File: config.mk
export PLATFORM = sky130hd
export DESIGN_NAME = mem_bus_arbiter
export DESIGN_NICKNAME = d
export VERILOG_FILES = /design/src/rtl/mem_bus_arbiter.sv
export SDC_FILE = /design/constraint.sdc
export NUM_CORES = 1
export LEC_CHECK = 0
export ABC_AREA = 1
export CORE_AREA = 2 2 212 214
export DETAILED_ROUTE_END_ITERATION = 6
export DIE_AREA = 0 0 214 216
export DONT_BUFFER_PORTS = 1
export SYNTH_ARGS = -nofsm -noshare
export SYNTH_HDL_FRONTEND = slang
export SYNTH_SLANG_ARGS = --single-unit
File: constraint.sdc
create_clock -name clk -period 2.3 [get_ports clk]
set_input_delay 0.46 -clock clk [delete_from_list [all_inputs] [get_ports clk]]
set_output_delay 0.46 -clock clk [all_outputs]
set_load 0.05 [all_outputs]
File: src/rtl/mem_bus_arbiter.sv
// Arbitrates the core memory port between instruction fetch and load/store.
// One transaction in flight at a time; LS is preferred, with an IF starvation bound.
module mem_bus_arbiter #(
  parameter int unsigned ADDR_W        = 64,
  parameter int unsigned DATA_W        = 64,
  parameter int unsigned MAX_LS_STREAK = 4
) (
  input  logic                clk,
  input  logic                rst,
  input  logic                if_req_valid,
  input  logic [ADDR_W-1:0]   if_req_addr,
  output logic                if_req_ready,
  input  logic                if_flush,
  output logic                if_rsp_valid,
  output logic [DATA_W-1:0]   if_rsp_data,
  input  logic                ls_req_valid,
  input  logic [ADDR_W-1:0]   ls_req_addr,
  input  logic                ls_req_wen,
  input  logic [DATA_W-1:0]   ls_req_wdata,
  input  logic [DATA_W/8-1:0] ls_req_wmask,
  output logic                ls_req_ready,
  output logic                ls_rsp_valid,
  output logic [DATA_W-1:0]   ls_rsp_data,
  output logic                mem_req_valid,
  input  logic                mem_req_ready,
  output logic [ADDR_W-1:0]   mem_req_addr,
  output logic                mem_req_wen,
  output logic [DATA_W-1:0]   mem_req_wdata,
  output logic [DATA_W/8-1:0] mem_req_wmask,
  input  logic                mem_rsp_valid,
  input  logic [DATA_W-1:0]   mem_rsp_data,
  output logic                busy
);

  localparam int unsigned STRK_W = $clog2(MAX_LS_STREAK + 1);

  typedef enum logic [1:0] {S_IDLE, S_REQ, S_RSP} state_e;
  typedef enum logic {OWN_IF, OWN_LS} owner_e;

  state_e              state_q, state_d;
  owner_e              owner_q, owner_d;
  logic [STRK_W-1:0]   streak_q, streak_d;
  logic                drop_q, drop_d;
  logic [ADDR_W-1:0]   addr_q, addr_d;
  logic                wen_q, wen_d;
  logic [DATA_W-1:0]   wdata_q, wdata_d;
  logic [DATA_W/8-1:0] wmask_q, wmask_d;

  logic grant_ls;
  logic grant_if;
  logic dropped;

  always_comb begin
    state_d  = state_q;
    owner_d  = owner_q;
    streak_d = streak_q;
    drop_d   = drop_q;
    addr_d   = addr_q;
    wen_d    = wen_q;
    wdata_d  = wdata_q;
    wmask_d  = wmask_q;

    if_req_ready  = 1'b0;
    ls_req_ready  = 1'b0;
    if_rsp_valid  = 1'b0;
    ls_rsp_valid  = 1'b0;
    mem_req_valid = 1'b0;

    grant_ls = ls_req_valid && !(if_req_valid && (streak_q == STRK_W'(MAX_LS_STREAK)));
    grant_if = if_req_valid && !grant_ls;
    // A flush in the response cycle itself still suppresses the stale fetch data.
    dropped  = drop_q || ((owner_q == OWN_IF) && if_flush);

    unique case (state_q)
      S_IDLE: begin
        drop_d = 1'b0;
        if (grant_ls) begin
          ls_req_ready = 1'b1;
          owner_d      = OWN_LS;
          addr_d       = ls_req_addr;
          wen_d        = ls_req_wen;
          wdata_d      = ls_req_wdata;
          wmask_d      = ls_req_wmask;
          streak_d     = if_req_valid ? streak_q + STRK_W'(1) : '0;
          state_d      = S_REQ;
        end else if (grant_if) begin
          if_req_ready = 1'b1;
          owner_d      = OWN_IF;
          addr_d       = if_req_addr;
          wen_d        = 1'b0;
          wdata_d      = '0;
          wmask_d      = '0;
          streak_d     = '0;
          drop_d       = if_flush;
          state_d      = S_REQ;
        end
      end
      S_REQ: begin
        mem_req_valid = 1'b1;
        drop_d        = dropped;
        if (mem_req_ready) state_d = S_RSP;
      end
      S_RSP: begin
        drop_d = dropped;
        if (mem_rsp_valid) begin
          if (owner_q == OWN_LS) ls_rsp_valid = 1'b1;
          else                   if_rsp_valid = !dropped;
          drop_d  = 1'b0;
          state_d = S_IDLE;
        end
      end
      default: state_d = S_IDLE;
    endcase

    mem_req_addr  = addr_q;
    mem_req_wen   = wen_q;
    mem_req_wdata = wdata_q;
    mem_req_wmask = wmask_q;
    busy          = (state_q != S_IDLE);

    // Everything visible is forced low in the reset cycle, before the flops clear.
    if (!rst) begin
      if_req_ready  = 1'b0;
      ls_req_ready  = 1'b0;
      if_rsp_valid  = 1'b0;
      ls_rsp_valid  = 1'b0;
      mem_req_valid = 1'b0;
      mem_req_addr  = '0;
      mem_req_wen   = 1'b0;
      mem_req_wdata = '0;
      mem_req_wmask = '0;
      busy          = 1'b0;
    end

    if_rsp_data = if_rsp_valid ? mem_rsp_data : '0;
    ls_rsp_data = ls_rsp_valid ? mem_rsp_data : '0;
  end

  always_ff @(posedge clk) begin
    if (!rst) begin
      state_q  <= S_IDLE;
      owner_q  <= OWN_IF;
      streak_q <= '0;
      drop_q   <= 1'b0;
      addr_q   <= '0;
      wen_q    <= 1'b0;
      wdata_q  <= '0;
      wmask_q  <= '0;
    end else begin
      state_q  <= state_d;
      owner_q  <= owner_d;
      streak_q <= streak_d;
      drop_q   <= drop_d;
      addr_q   <= addr_d;
      wen_q    <= wen_d;
      wdata_q  <= wdata_d;
      wmask_q  <= wmask_d;
    end
  end

endmodule

# After elaboration in Yosys (flattened, before gate mapping)

Cells that the tools add are included.

Register bits: 144
Input bits: 272
Output and inout port bits: 271
Word-level logic and storage cells: 75

Add/subtract/negate cells: 1
Equal/unequal tests: 6
Muxes and demuxes: 45
Bitwise operators: 1
Reduce and logical (&&, ||, !) cells: 14

Operator list:

| operator              | number |
|---|---|
| $mux W64              | 8 |
| $mux W1               | 25 |
| $mux W8               | 3 |
| $mux W3               | 3 |
| $mux W2               | 4 |
| $pmux W2 S3           | 1 |
| $logic_and A1 B1 Y1   | 4 |
| $ne A2 B2 Y1 const B  | 2 |
| $reduce_bool A2 Y1    | 2 |
| $add A3 B1 Y3 const B | 1 |
| $eq A3 B3 Y1 const B  | 1 |
| $logic_not A1 Y1      | 3 |
| $ne A3 B3 Y1 const B  | 1 |
| $pmux W1 S3           | 1 |
| $reduce_and A3 Y1     | 1 |
| $reduce_bool A3 Y1    | 1 |
| $eq A2 B1 Y1 const B  | 1 |
| $eq A2 B2 Y1 const B  | 1 |
| $logic_not A2 Y1      | 1 |
| $reduce_and A2 Y1     | 1 |
| $logic_or A1 B1 Y1    | 1 |
| $not A1 Y1            | 1 |

# Longest topological paths before layout

Word-level depth: 10
Depth in mapped cells: 11
Gate-level depth less buffers: 9

# Worst setup path before layout

OpenSTA, ideal clock, no wires.

Kind: input port to output port
Start point: in rst
End point: out ls_rsp_data[10]
Data arrival time: 2.444 ns
Required time: 1.840 ns
Setup slack: -0.604 ns
Stages: 6
Path buffers: 2
Cells stage by stage: buf_2 -> nand2_1 -> nor2_1 -> inv_2 -> buf_2 -> nor2_1

Cells in the longest elaborated chain, start to end: 2

Ends and longest elaborated chain:

| what               | line | source |
|---|---|---|
| start: declaration | 9    | `input logic rst,` |
| $mux W1            | 122  | `if (!rst) begin` |
| net ls_rsp_valid   | 22   | `output logic ls_rsp_valid,` |
| $mux W64           | 136  | `ls_rsp_data = ls_rsp_valid ? mem_rsp_data : '0;` |
| end: declaration   | 23   | `output logic [DATA_W-1:0] ls_rsp_data,` |

The timed path passes the listed nets, and every way through them passes these cells.

# Worst setup path in the final report

Start point: reg state_q[0]
End point: out if_rsp_data[26]

Cells in the longest elaborated chain, start to end: 4

Ends and longest elaborated chain:

| what                     | line | source |
|---|---|---|
| start: declaration       | 40   | `state_e state_q, state_d;` |
| start signal: assignment | 150  | `state_q <= state_d;` |
| $eq A2 B2 Y1             | 74   | `unique case (state_q)` |
| $mux W1                  | 74   |  |
| $mux W1                  | 122  |  |
| $mux W64                 | 135  | `if_rsp_data = if_rsp_valid ? mem_rsp_data : '0;` |
| end: declaration         | 15   | `output logic [DATA_W-1:0] if_rsp_data,` |

Every way passes these cells.

==> results.tsv <==
metric	value	unit
ios	543	
criticalPathCategory	reg2out	
nNetsFinal	1622	
fill_cells	4711	
synth-seq-area-share	0.387	
worstHoldPathType	in2reg	
leakagePower	5.93	nW
period_minus_slack	2.47	ns
r2r-start	streak_q[0]	
syn_to_final_growth	54.2	%
max-clock-path-buffers	2	
placedCellCount	1892	
report.final.slew_viol_count	0	
dp_hpwl	20800	µm
ff2ff_setup_slack	0.45	ns
register_area	2890	µm²
status	finished, violations left	
avgViaCountPerCell	4.14	
post-route-worst-setup-slack	-0.166	ns
cts_root_buf	clkbuf_16	
whs	0.116	ns
wl_per_cell	15.7	µm
cts_buffers	17	
max-cap-violations	0	
use_met2	0.190	
coreArea	43800	µm²
synth.distinct_cells	21	
cp.required	1.84	ns
post-route-period-util	1.07	
grt_pass1_vias	7630	
row_count	77	
startpoint	state_q[0]	
die_height	216	µm
ir_drop	0.000763	V
layout-drive-gt1-share	0.257	
cellPowerDensity	874	nW/µm²
crit_path_end_kind	output port	
gp_congestion	0.931	
finalNonFillerCells	1948	
busiest_layer	met2	
max_freq	0.405	GHz
violations	setup timing	
clkTransAtPathRegs	0.07	ns
grt_start_max_net_pins	148	
cts_num_sinks	144	
crit_path_end	if_rsp_data[26]	
routed_wl	30500	µm
synth_area_leaders	dfxtp_1 39%, nand2_1 18%, inv_1 14%	
io_buffers	0	
cp.arrival	2.01	ns
fp.dieW	214	µm
regToRegEndpoint	addr_q[14]	
timing.clock.skew	0.00824	ns
cp-start-kind	flip-flop	
multiInputGateArea	3970	µm²
use_met1	0.141	
clkLatencyLatePin	0.46	ns
critPathMaxFanout	8	
yosysWarnings	0	
synth_cells	1229	
relSlewSlack	0.637	
hold_buffers	0	
avgSynthCellArea	6.06	µm²
cts_max_level	4	
worst_pin_slew	0.544	ns
grt_pass1_wl	43400	µm
synth_top_area_share	0.387	
synth_top_cell_by_area	dfxtp_1	
dieArea	46200	µm²
first_pass_iters	5	
vias	8062	
globalRouteMet3Util	0.0536	
setup_viol	125	
drtIter0Drc	522	
antenna_left	0	
r2r_cells	9	
grt_usage	0.122	
rsz0062_at_grt	true	
syn_area	7450	µm²
initial_utilization	0.170	
overflow	0	
synth_seq_cells	144	
remaining_drc_errors	0	
antenna_found_initial	6	
final-hold-violation-count	0	
cts_tree	yes	
n_antenna_cell	0	
synth_nets	1508	
==> cell type report <==
type	instances	area share
clock inverter	12	0.0119
timing repair buffer	168	0.192
inverter	288	0.0958
clock buffer	20	0.0380
tap	592	0.0645
multi-input combinational	724	0.346
sequential	144	0.252
==> registers in the layout, summed over array words and instances (netlist names) <==
register,cells
wmask_q,8
wen_q,1
owner_q,1
wdata_q,64
addr_q,64
streak_q,3
drop_q,1
state_q,2
==> cell usage in the layout (no fill, tap or decap), drive strengths merged, types with 2 or more instances in the layout <==
master,netlist,routed
buf,60,165
clkbuf,13,23
nand3,8,8
o22ai,63,63
clkinv,0,2
nand2,363,363
dfxtp,144,144
a21oi,2,2
ha,7,7
bufinv,0,2
nor2,200,200
clkinvlp,0,7
o21ai,79,79
inv,288,289
==> synth_stat cells <==
cell and n:
buf_4 9, inv_2 5, ha_1 7, inv_1 283
nand2_1 360, nor2_2 1, buf_1 1, buf_6 8
o21ai_0 19, nand2_2 3, clkbuf_1 10, nand3_1 8
nor3_1 1, o21ai_1 60, a21oi_1 2, dfxtp_1 144
clkbuf_2 3, nor2_1 199, buf_2 42, nand4_1 1
o22ai_1 63
==> through the flow <==
step / setup TNS, ns / utilization / total power [mW] / area [µm²] / worst slack (ns)
2_1_floorplan: -2.85 / - / 6.32 / 7610 / -0.0582
3_3_place_gp: 0 / 0.208 / 6.84 / 9140 / 0.328
3_5_place_dp: 0 / 0.208 / 6.93 / 9140 / 0.242
4_1_cts: -19.30 / 0.248 / 10.0 / 10900 / -0.189
5_1_grt: -24.00 / 0.262 / 10.6 / 11500 / -0.252
6_report: -12.31 / 0.262 / 10.0 / 11500 / -0.166
==> worst min path at each step <==
stage,start,slack [ns],cells after the start,endpoint
floorplan,wmask_q[1],0.45,2,wmask_q[1]
global placement,wdata_q[27],0.46,2,wdata_q[27]
detailed placement,wdata_q[21],0.46,2,wdata_q[21]
CTS,ls_req_wdata[55],0.04,2,wdata_q[55]
global route,ls_req_wdata[6],0.08,2,wdata_q[6]
finish,ls_req_wdata[58],0.12,2,wdata_q[58]
==> cell families after synthesis <==
group / count (synthesis) / share of synthesized area
adder cells (fa/ha/maj): 7 / 0.0118
buffers and inverters: 361 / 0.202
flip-flops: 144 / 0.387
AND/OR/NAND/NOR: 573 / 0.292
AO/OA/AOI/OAI: 144 / 0.107
==> routing by layer <==
layer | vias to the layer above | share of wire
met5 | - | 0.0019
met4 | 10 | 0.033
met3 | 79 | 0.096
met2 | 438 | 0.47
met1 | 3698 | 0.39
li1 | 3837 | -
==> power breakdown <==
group | internal, mW | total, mW | leakage (nW) | switching, mW
clock network | 1.60 | 2.74 | 0.259 | 1.15
registers | 3.11 | 3.29 | 1.18 | 0.175
logic | 0.929 | 4.00 | 4.49 | 3.07
==> what timing repair did <==
action                                  CTS  global route
resized for setup                       213           157
cloned                                   10             3
buffers inserted                         12             5
pin swaps                                 4             9
endpoints found under the setup margin  131           130
==> critical path, cell delays in order, from the launching register on <==
cell,delay (ns)
dfxtp_4,0.35
inv_4,0.06
ha_4,0.13
nand2_4,0.05
nor3_4,0.15
nand3_4,0.16
buf_6,0.17
clkbuf_16,0.19
nor2_4,0.11
buf_6,0.17
(Power assumes the default switching activity.)
